`config.mk`:
```
export PLATFORM = sky130hd
export DESIGN_NAME = tpu_result_drain_flat
export DESIGN_NICKNAME = d
export VERILOG_FILES = /design/src/rtl/tpu_result_drain_if.sv /design/src/rtl/tpu_result_drain.sv /design/src/flat_wrapper.sv
export SDC_FILE = /design/constraint.sdc
export NUM_CORES = 1
export LEC_CHECK = 0
export ABC_AREA = 0
export CAP_MARGIN = 5
export CORE_UTILIZATION = 58
export CTS_CLUSTER_SIZE = 12
export DETAILED_ROUTE_END_ITERATION = 10
export PLACE_DENSITY = 0.83
export SLEW_MARGIN = 40
export SYNTH_ARGS = -nofsm -noshare
export SYNTH_HDL_FRONTEND = slang
export SYNTH_SLANG_ARGS = --single-unit
```
`constraint.sdc`:
```
create_clock -name clk -period 6.1 [get_ports clk]
set_input_delay 1.22 -clock clk [delete_from_list [all_inputs] [get_ports clk]]
set_output_delay 1.22 -clock clk [all_outputs]
set_load 0.005 [all_outputs]
```
`src/rtl/tpu_result_drain_if.sv`:
```
// Stream bundle for the systolic-array result drain.
// Skewed column sums in; quantized rows and sticky status out.
interface tpu_result_drain_if #(
    parameter int K     = 2,
    parameter int ACC_W = 16,
    parameter int ROWS  = 2
);
    localparam int RW = (ROWS > 1) ? $clog2(ROWS) : 1;

    logic [K-1:0]       col_valid;
    logic [K*ACC_W-1:0] col_data;
    logic               clr_err;
    logic               out_valid;
    logic               out_ready;
    logic [K*8-1:0]     out_data;
    logic [RW-1:0]      out_row_idx;
    logic               out_last;
    logic               overflow;
    logic               skew_err;
    logic               busy;

    modport master (
        output col_valid, col_data, clr_err, out_ready,
        input  out_valid, out_data, out_row_idx, out_last,
        input  overflow, skew_err, busy
    );

    modport slave (
        input  col_valid, col_data, clr_err, out_ready,
        output out_valid, out_data, out_row_idx, out_last,
        output overflow, skew_err, busy
    );
endinterface

```
`src/rtl/tpu_result_drain.sv`:
```
// Result drain: de-skews column sums, requantizes to int8,
// buffers rows in a FIFO and streams them with tile marking.
module tpu_result_drain #(
    parameter int K     = 2,
    parameter int ACC_W = 16,
    parameter int SHIFT = 4,
    parameter int DEPTH = 4,
    parameter int ROWS  = 2
) (
    input  logic               clk,
    input  logic               rst,
    tpu_result_drain_if.slave  bus
);
    localparam int RW = (ROWS > 1) ? $clog2(ROWS) : 1;
    localparam int AW = $clog2(DEPTH);
    localparam logic [RW-1:0] LAST_IDX = RW'(ROWS - 1);
    localparam logic [AW:0] FULL_CNT = (AW+1)'(DEPTH);
    localparam logic signed [ACC_W-1:0] QMAX = ACC_W'(127);
    localparam logic signed [ACC_W-1:0] QMIN = ACC_W'(-128);

    logic [K-1:0]     dv;
    logic [ACC_W-1:0] dd [K];
    logic [K-1:0]     stage_busy;

    // Column j waits K-1-j cycles so every lane of a row lines up.
    for (genvar j = 0; j < K; j++) begin : g_col
        localparam int L = K - 1 - j;
        if (L == 0) begin : g_pass
            assign dv[j] = bus.col_valid[j];
            assign dd[j] = bus.col_data[j*ACC_W +: ACC_W];
            assign stage_busy[j] = 1'b0;
        end else begin : g_dly
            logic [L-1:0]     vq;
            logic [ACC_W-1:0] dq [L];

            // Shift register for this column's valid and data.
            always_ff @(posedge clk or negedge rst) begin
                if (!rst) begin
                    vq <= '0;
                    for (int s = 0; s < L; s++) begin
                        dq[s] <= '0;
                    end
                end else begin
                    vq[0] <= bus.col_valid[j];
                    dq[0] <= bus.col_data[j*ACC_W +: ACC_W];
                    for (int s = 1; s < L; s++) begin
                        vq[s] <= vq[s-1];
                        dq[s] <= dq[s-1];
                    end
                end
            end

            assign dv[j] = vq[L-1];
            assign dd[j] = dq[L-1];
            assign stage_busy[j] = |vq;
        end
    end

    logic aligned;
    logic mixed;

    assign aligned = &dv;
    assign mixed   = (|dv) && !aligned;

    logic [K*8-1:0] qrow;

    // Arithmetic shift then clamp each lane into int8 range.
    always_comb begin
        logic signed [ACC_W-1:0] sh;
        sh   = '0;
        qrow = '0;
        for (int j = 0; j < K; j++) begin
            sh = $signed(dd[j]) >>> SHIFT;
            if (sh > QMAX) begin
                qrow[j*8 +: 8] = 8'h7f;
            end else if (sh < QMIN) begin
                qrow[j*8 +: 8] = 8'h80;
            end else begin
                qrow[j*8 +: 8] = sh[7:0];
            end
        end
    end

    logic [K*8-1:0] mem [DEPTH];
    logic [AW-1:0]  wptr;
    logic [AW-1:0]  rptr;
    logic [AW:0]    count;
    logic           empty;
    logic           full;
    logic           pop;
    logic           push;
    logic           drop;

    assign empty = (count == '0);
    assign full  = (count == FULL_CNT);
    assign pop   = !empty && bus.out_ready;
    assign push  = aligned && (!full || pop);
    assign drop  = aligned && full && !pop;

    // Row FIFO: a pop frees the slot a same-cycle push needs.
    always_ff @(posedge clk or negedge rst) begin
        if (!rst) begin
            for (int i = 0; i < DEPTH; i++) begin
                mem[i] <= '0;
            end
            wptr  <= '0;
            rptr  <= '0;
            count <= '0;
        end else begin
            if (push) begin
                mem[wptr] <= qrow;
                wptr      <= wptr + 1'b1;
            end
            if (pop) begin
                rptr <= rptr + 1'b1;
            end
            if (push && !pop) begin
                count <= count + 1'b1;
            end else if (pop && !push) begin
                count <= count - 1'b1;
            end
        end
    end

    logic [RW-1:0] ridx;

    // Position within the tile advances only on delivered rows.
    always_ff @(posedge clk or negedge rst) begin
        if (!rst) begin
            ridx <= '0;
        end else if (pop) begin
            ridx <= (ridx == LAST_IDX) ? '0 : ridx + 1'b1;
        end
    end

    logic ovf_q;
    logic skew_q;

    // Sticky flags; a new event beats a same-cycle clear.
    always_ff @(posedge clk or negedge rst) begin
        if (!rst) begin
            ovf_q  <= 1'b0;
            skew_q <= 1'b0;
        end else begin
            if (drop) begin
                ovf_q <= 1'b1;
            end else if (bus.clr_err) begin
                ovf_q <= 1'b0;
            end
            if (mixed) begin
                skew_q <= 1'b1;
            end else if (bus.clr_err) begin
                skew_q <= 1'b0;
            end
        end
    end

    assign bus.out_valid   = !empty;
    assign bus.out_data    = empty ? '0 : mem[rptr];
    assign bus.out_row_idx = ridx;
    assign bus.out_last    = !empty && (ridx == LAST_IDX);
    assign bus.overflow    = ovf_q;
    assign bus.skew_err    = skew_q;
    assign bus.busy        = !empty || (|stage_busy);
endmodule

```
`src/flat_wrapper.sv`:
```
// flat-port wrapper written by rule: the top's interface ports become plain ports
module tpu_result_drain_flat 
#(
    parameter int K     = 2,
    parameter int ACC_W = 16,
    parameter int SHIFT = 4,
    parameter int DEPTH = 4,
    parameter int ROWS  = 2
)
  (clk, rst, bus_col_valid, bus_col_data, bus_clr_err, bus_out_ready, bus_out_valid, bus_out_data, bus_out_row_idx, bus_out_last, bus_overflow, bus_skew_err, bus_busy);
  tpu_result_drain_if #(.K(K), .ACC_W(ACC_W), .ROWS(ROWS)) bus_i ();
  input  logic clk;
  input  logic rst;
  input wire logic [$bits(bus_i.col_valid)-1:0] bus_col_valid;
  input wire logic [$bits(bus_i.col_data)-1:0] bus_col_data;
  input wire logic [$bits(bus_i.clr_err)-1:0] bus_clr_err;
  input wire logic [$bits(bus_i.out_ready)-1:0] bus_out_ready;
  output wire logic [$bits(bus_i.out_valid)-1:0] bus_out_valid;
  output wire logic [$bits(bus_i.out_data)-1:0] bus_out_data;
  output wire logic [$bits(bus_i.out_row_idx)-1:0] bus_out_row_idx;
  output wire logic [$bits(bus_i.out_last)-1:0] bus_out_last;
  output wire logic [$bits(bus_i.overflow)-1:0] bus_overflow;
  output wire logic [$bits(bus_i.skew_err)-1:0] bus_skew_err;
  output wire logic [$bits(bus_i.busy)-1:0] bus_busy;
  assign bus_i.col_valid = bus_col_valid;
  assign bus_i.col_data = bus_col_data;
  assign bus_i.clr_err = bus_clr_err;
  assign bus_i.out_ready = bus_out_ready;
  assign bus_out_valid = bus_i.out_valid;
  assign bus_out_data = bus_i.out_data;
  assign bus_out_row_idx = bus_i.out_row_idx;
  assign bus_out_last = bus_i.out_last;
  assign bus_overflow = bus_i.overflow;
  assign bus_skew_err = bus_i.skew_err;
  assign bus_busy = bus_i.busy;
  tpu_result_drain #(.K(K), .ACC_W(ACC_W), .SHIFT(SHIFT), .DEPTH(DEPTH), .ROWS(ROWS)) u_core (.clk(clk), .rst(rst), .bus(bus_i));
endmodule
```
## Word level (Yosys, flattened, before mapping)

Cells that the tools add are included.

- $add $sub $neg: 5
- $mul: 0
- Divide/modulo/power cells: 0
- $lt $le $gt $ge: 7
- Equal/unequal tests: 1
- Shift-type cells: 0
- Mux-type cells: 17
- Bitwise logic cells: 2
- Reduce and logical (&&, ||, !) cells: 22

Operator list:

| operator | number |
|---|---|
| 64-bit bitwise mux | 1 |
| 16-bit two-way mux | 4 |
| 16-bit binary-select mux with 2-bit select | 1 |
| 16-bit demux with 2-bit select | 1 |
| 8-bit two-way mux | 4 |
| 12-bit by 8-bit > comparator with 1-bit output (second input constant) | 2 |
| 12-bit by 8-bit less-than comparator with 1-bit output (second input constant) | 2 |
| 1-bit logical AND | 9 |
| 3-bit greater-or-equal comparator (second input constant) | 2 |
| 3-bit two-way mux | 2 |
| 2-bit inverter with 3-bit output | 2 |
| 2-bit nonzero test | 3 |
| 1-bit zero test | 5 |
| 2-bit by 1-bit adder with 2-bit output (second input constant) | 2 |
| 1-bit two-way mux | 4 |
| 3-bit by 1-bit adder with 3-bit output (second input constant) | 1 |
| 3-bit equality test (second input constant) | 1 |
| 3-bit zero test | 1 |
| 3-bit by 1-bit less-than comparator with 1-bit output (second input constant) | 1 |
| 3-bit by 1-bit subtractor with 3-bit output (second input constant) | 1 |
| 1-bit logical OR | 2 |
| 2-bit AND reduction | 1 |
| 2-bit OR reduction | 1 |
| 1-bit adder (second input constant) | 1 |

- Bits in registers: 91
- Bits in latches: 0
- RAM bits: 0
- ROM bits: 0
- Bits of input ports: 38
- Output and inout bits: 22
- Logic and storage cells: 66
- Memories: 0

## Depth between registers and ports, before layout

Gate-level depths: netlist (run 1).

- Depth after elaboration: 9
- Depth in mapped cells: 11
- Depth with buffers taken out: 9

## Least setup slack after synthesis (run 1)

Ideal clock, no wire load.

- Path type: input to register
- Start point: in bus_out_ready
- End point: reg u_core.count[1]
- Setup time: 0.125 ns
- Arrival: 3.008 ns
- Data required time: 5.975 ns
- Path slack: 2.967 ns
- Stages on the path: 9
- Path buffers: 2
- Path through: or4b_1 > buf_6 > buf_12 > nand2_8 > inv_1 > ha_1 > inv_1 > fa_1 > mux2_2

- Longest elaborated chain between the ends: 6
- Elaborated cells on any way between the ends: 9
- Those cells by class: mux: 1; reduce/logical: 8

Ends and longest elaborated chain:

| item | line | source |
|---|---|---|
| start: declaration | flat_wrapper.sv:17 | `input wire logic [$bits(bus_i.out_ready)-1:0] bus_out_ready;` |
| 1-bit logical AND * | tpu_result_drain.sv:96 | `assign pop = !empty && bus.out_ready;` |
| 1-bit logical OR * | tpu_result_drain.sv:97 | `assign push = aligned && (!full \|\| pop);` |
| 1-bit logical AND * | tpu_result_drain.sv:97 |  |
| net u_core.push | tpu_result_drain.sv:91 | `logic push;` |
| 1-bit zero test | tpu_result_drain.sv:119 | `end else if (pop && !push) begin` |
| 1-bit logical AND | tpu_result_drain.sv:119 |  |
| 2-bit nonzero test (no line) | n/a |  |
| end signal: assignment | tpu_result_drain.sv:118 | `count <= count + 1'b1;` |
| end signal: assignment | tpu_result_drain.sv:120 | `count <= count - 1'b1;` |
| end: declaration | tpu_result_drain.sv:87 | `logic [AW:0] count;` |

Mark *: on every way through the listed nets, which the timed path passes. The rest lies on a longest branch.
A chain may end at the register's enable or synchronous reset.

## Worst setup path after layout (run 1)

Ends and elaborated chain as after synthesis.

==> results.py, run 1 <==
metrics = {
    "sta": {
        "tightest_slew_ns": 0.667,
        "relSlewSlack_pct": 55.5,
        "timing.fmax_ghz": 0.277,
        "min_period_ns": 3.61,
        "fin_setup_tns_ns": 0,
        "slew_violations": 0,
        "layout_setup_ws_ns": 2.49,
        "clock_skew_ns": 0.00939,
        "hold_ws_ns": 0.487,
        "finalCritPeriodShare_pct": 59.2,
        "rsz0062_at_grt": "false",
        "setup-violations-final": 0,
        "hold_viol_final": 0,
    },
    "setup_path": {
        "required_ns": 6.33,
        "critPathMostFrequentCell": "inv_1",
        "endpoint_kind": "flip-flop",
        "crit_slowest_cell": "or4b_2",
        "rrSetupSlack_ns": 3.30,
        "slowest_delay_ns": 0.95,
        "r2r_cells": 7,
        "r2r-end": "u_core.count[1]",
        "criticalPathCategory": "in2reg",
        "critPathMaxFanout": 14,
        "cp_cell_sequence": "clkdlybuf4s50_1, or4b_2, nand2_8, inv_1, ha_1, inv_1, fa_1, mux2_2",
        "worstReg2RegStart": "u_core.count[0]",
        "start_kind": "input port",
        "cp_data_arrival_time_ns": 3.84,
    },
    "die": {
        "die_area_mm2": 0.00714,
        "core_mm2": 0.00646,
        "ioPinCount": 60,
        "rows": 29,
        "initial_core_util_pct": 61.2,
        "die_w_um": 84.5,
        "die_h_um": 84.5,
    },
    "global_route": {
        "grt_pass1_vias": 2640,
        "grt_usage_pct": 25.9,
        "antenna_found_initial": 0,
        "grt_max_degree": 88,
        "grt_pass1_wl_um": 13800,
        "overflow": 0,
    },
    "synthesis": {
        "synthTopCellsByArea": "dfrtp_1 55%, o2bb2ai_1 13%, mux4_2 9.1%",
        "netlist.area_leader.share_pct": 55.1,
        "ys_ff_latch": 87,
        "yosysSeqAreaShare_pct": 55.1,
        "syn-mean-instance-area_um2": 14.9,
        "yosysWarnings": 0,
        "yosysTopAreaCell": "dfrtp_1",
        "synthesis.area_mm2": 0.00395,
        "ys_types": 33,
        "synth_nets": 310,
        "synth_cells": 265,
    },
    "finish": {
        "postLayoutCoreUtil_pct": 71.8,
        "nets": 355,
        "final_cells": 392,
        "drive_above_1_share_pct": 20.0,
        "area_growth_pct": 17.3,
        "antennaDiodeCount": 0,
    },
    "clock_network": {
        "clock_path_buffers": 2,
        "post_cts_buffers": 0,
        "cts.htree.levels": 3,
        "cts-root-buf": "clkbuf_8",
        "cts_sinks": 87,
        "clk_latency_ns": 0.35,
        "post_cts_resized": 0,
        "tritoncts": "done",
        "ctsHoldBuffers": 0,
        "path_clk_slew_ns": 0.08,
        "numCtsBuffers": 9,
    },
    "worst_hold_path": {
        "whs_endpoint": "u_core.bus.skew_err",
        "hold_depth": 1,
        "min_path_type": "reg2reg",
        "min_from": "u_core.bus.skew_err",
    },
    "placement": {
        "place_ws_ns": 2.12,
        "place_congestion": 0.729,
        "hpwl_um": 5290,
        "io_buffer_count": 51,
        "placed_cells": 376,
    },
    "routing": {
        "remaining_drc_errors": 1,
        "ant_nets": 0,
        "wl_per_cell_um": 21.4,
        "routed_via_density": 6.38,
        "drtIter0Drc": 188,
        "wirelength_um": 8400,
        "vias": 2501,
        "drt_pass1_iterations": 7,
    },
    "job": {
        "maxCapViolCount": 0,
    },
    "outcome": {
        "outcome": "finished with violations",
        "violations": "design-rule violations",
    },
    "pwr": {
        "p_per_area_mw_per_mm2": 499,
        "leakagePower_nw": 1.89,
        "ir_drop_uv": 265,
    },
}
==> state kept, by name, summed over array words and instances (netlist names), 2 cells and up <==
register / count
u_core.mem: 64
u_core.g_col.g_dly.dq: 12
u_core.count: 3
u_core.rptr: 2
u_core.wptr: 2
==> cells in the final DEF (no fill, tap or decap), types with 5 or more instances in the layout <==
master           count
and2_1              17
o2111ai_2            6
mux2_2               9
o2bb2ai_1           57
a21oi_1             14
clkbuf_8            13
xnor2_1              5
dfrtp_1             86
ha_1                 5
inv_1                8
clkdlybuf4s50_1     50
mux4_2              16
==> metal layers <==
layer	vias up	GRT usage, %	part of all wire [%]
li1	1108	-	-
met2	80	39.7	49
met3	11	5.21	5.1
met5	-	0	0
met4	0	10.3	1.4
met1	1302	36.9	45
==> final cells by class <==
class / count / area (um2)
clock buffers: 12 / 165
clock inverters: 4 / 51.3
fillers: 446 / 1820
inverters: 8 / 30.0
multi-input cells: 152 / 1590
flip-flops and latches: 87 / 2180
well taps: 77 / 96.3
repair buffers: 52 / 522
==> logic make-up after synthesis <==
kind of cell | count (synthesis) | share of synthesized area, %
muxes | 26 | 12.1
buffers and inverters | 26 | 4.66
DFF | 87 | 55.1
xor gates and xnor gates | 7 | 1.55
adders and majority gates | 7 | 2.41
and+or+nand+nor | 32 | 5.99
AOI/OAI and AO/OA | 80 | 18.2
==> report_power, final <==
group	switching (mW)	internal, mW	total [mW]
Clock	0.200	0.224	0.424
Sequential	0.158	0.802	0.960
Combinational	0.338	0.593	0.931
==> synthesized netlist by cell type, drive strengths merged <==
cell type / count
nand2: 2
xnor2: 5
o2bb2ai: 57
ha: 6
mux2: 10
nand3: 5
a21o: 1
nor2: 1
mux4: 16
xor2: 2
o2111ai: 8
fa: 1
or2: 1
or4: 2
dlymetal6s2s: 1
inv: 8
or3: 1
or4b: 1
and4: 2
clkbuf: 7
and2: 17
dfrtp: 87
a21oi: 14
buf: 10
==> worst max-delay path, delay by kind of cell <==
kind,cells,cell delay [ns]
muxes,1,0.28
adders and majority gates,2,0.62
and+or+nand+nor,2,1.13
buffers and inverters,3,0.57
==> how the worst max path moves through the flow <==
stage | end | slack, ns | from
final | u_core.count[1] | 2.49 | bus_out_ready
after global routing | u_core.count[1] | 2.41 | bus_out_ready
after CTS | u_core.count[1] | 2.48 | bus_out_ready
after detailed placement | u_core.count[1] | 2.12 | bus_out_ready
after global placement | u_core.count[1] | 2.19 | bus_out_ready
after floorplan | u_core.count[1] | 2.97 | bus_out_ready
==> stage by stage <==
stage                     area (um2)  power [mW]
final                           4630        2.31
after global routing            4630        2.44
after CTS                       4630        2.33
after detailed placement        4410        1.90
after global placement          4410        1.85
after floorplan                 3950        1.53
(Power assumes the default switching activity.)
==> inputs of run 2 (changes only) <==
CORE_UTILIZATION = 54   (was 58)
PLACE_DENSITY = 0.78   (was 0.83)
clock period = 3.35 ns   (was 6.1 ns; I/O delays follow)
==> results.py, run 2 (synthesized netlist as in run 1, its figures left out) <==
metrics = {
    "setup_path": {
        "cp_data_arrival_time_ns": 2.26,
        "rrSetupSlack_ns": 0.88,
        "criticalPathCategory": "reg2out",
        "r2r_cells": 8,
        "critPathMaxFanout": 21,
        "required_ns": 2.68,
        "r2r-end": "u_core.count[2]",
        "worstReg2RegStart": "u_core.count[0]",
        "start_kind": "flip-flop",
        "endpoint_kind": "output pin",
    },
    "clock_network": {
        "post_cts_buffers": 0,
        "cts_sinks": 87,
        "cts-root-buf": "clkbuf_8",
        "clock_path_buffers": 2,
        "post_cts_resized": 0,
        "tritoncts": "done",
        "ctsHoldBuffers": 0,
        "path_clk_slew_ns": 0.08,
        "numCtsBuffers": 9,
        "clk_latency_ns": 0.35,
        "cts.htree.levels": 3,
    },
    "outcome": {
        "outcome": "finished, final reports clean",
    },
    "placement": {
        "placed_cells": 402,
        "io_buffer_count": 51,
        "place_congestion": 0.727,
        "place_ws_ns": 0.349,
        "hpwl_um": 5250,
    },
    "sta": {
        "finalCritPeriodShare_pct": 87.3,
        "layout_setup_ws_ns": 0.424,
        "rsz0062_at_grt": "false",
        "tightest_slew_ns": 0.662,
        "relSlewSlack_pct": 55.9,
        "setup-violations-final": 0,
        "hold_viol_final": 0,
        "hold_ws_ns": 0.339,
        "clock_skew_ns": 0.00959,
        "fin_setup_tns_ns": 0,
        "min_period_ns": 2.93,
        "timing.fmax_ghz": 0.342,
        "slew_violations": 0,
    },
    "finish": {
        "final_cells": 418,
        "nets": 362,
        "postLayoutCoreUtil_pct": 67.2,
        "largest_reg_flops": 64,
        "mostFrequentLayoutCell": "dfrtp_1",
        "largest_register": "u_core.mem",
        "reg.largest.list": "u_core.mem (64), u_core.g_col.g_dly.dq (12), u_core.count (3)",
        "area_growth_pct": 18.2,
        "final_cell_mix": "87 x dfrtp_1, 57 x o2bb2ai_1, 50 x clkdlybuf4s50_1",
        "drive_above_1_share_pct": 20.2,
        "antennaDiodeCount": 0,
    },
    "worst_hold_path": {
        "min_path_type": "in2async",
    },
    "global_route": {
        "busiest_layer": "met2",
        "grt_max_degree": 88,
        "overflow": 0,
        "grt_pass1_wl_um": 13700,
        "grt_pass1_vias": 2585,
        "grt_util_met2_pct": 35.9,
        "grt_usage_pct": 24.5,
        "grt_util_met1_pct": 35.4,
        "antenna_found_initial": 0,
        "grt_util_met3_pct": 7.77,
    },
    "die": {
        "ioPinCount": 60,
        "rows": 30,
        "die_w_um": 87.5,
        "die_h_um": 87.5,
        "die_area_mm2": 0.00766,
        "core_mm2": 0.00694,
        "initial_core_util_pct": 56.9,
    },
    "routing": {
        "ant_nets": 0,
        "routed_via_density": 6.02,
        "vias": 2516,
        "wl_per_cell_um": 19.2,
        "drt_pass1_iterations": 4,
        "remaining_drc_errors": 0,
        "drtIter0Drc": 158,
        "wirelength_um": 8030,
    },
    "job": {
        "maxCapViolCount": 0,
    },
    "pwr": {
        "ir_drop_uv": 335,
        "leakagePower_nw": 1.91,
        "p_per_area_mw_per_mm2": 874,
    },
}
run 2: cell types whose count changed in the layout (fill, tap and decap cells not counted), sizes merged:
cell	delta
buf	+7
bufinv	-1
clkbuf	+1
clkinv	+1
inv	-1
run 2: cell type report:
class	count	area, um2
clock buffers	13	159
clock inverters	3	17.5
fillers	514	2280
inverters	8	30.0
multi-input cells	152	1590
flip-flops and latches	87	2180
well taps	96	120
repair buffers	59	574
run 2: worst max path at each step:
stage	endpoint	cells past startpoint	slack, ns	from
floorplan	u_core.count[1]	9	0.77	bus_out_ready
global placement	u_core.count[1]	8	0.38	bus_out_ready
detailed placement	u_core.count[1]	8	0.35	bus_out_ready
CTS	bus_busy	3	0.37	u_core.count[0]
global route	bus_busy	3	0.31	u_core.count[0]
finish	bus_busy	3	0.42	u_core.count[0]
run 2: routing by layer:
layer	vias up	wire (um)
li1	1124	-
met1	1304	3690
met2	77	3800
met3	11	440
met4	0	102
met5	-	0
run 2: report_power, final:
group | total (mW) | switching (mW) | internal, mW
Combinational | 1.73 | 0.635 | 1.10
Sequential | 1.69 | 0.235 | 1.46
Clock | 0.655 | 0.347 | 0.308
run 2: through the flow:
| step | cell area [um2] | total power [mW] |
|---|---|---|
| 2_1_floorplan | 3950 | 2.79 |
| 3_3_place_gp | 4480 | 3.40 |
| 3_5_place_dp | 4490 | 3.45 |
| 4_1_cts | 4660 | 4.12 |
| 5_1_grt | 4670 | 4.36 |
| 6_report | 4670 | 4.08 |
run 2: worst max-delay path: stages (launching register included):
cell	delay, ns
dfrtp_1	0.44
or3_2	0.68
or2_2	0.35
clkdlybuf4s50_1	0.45
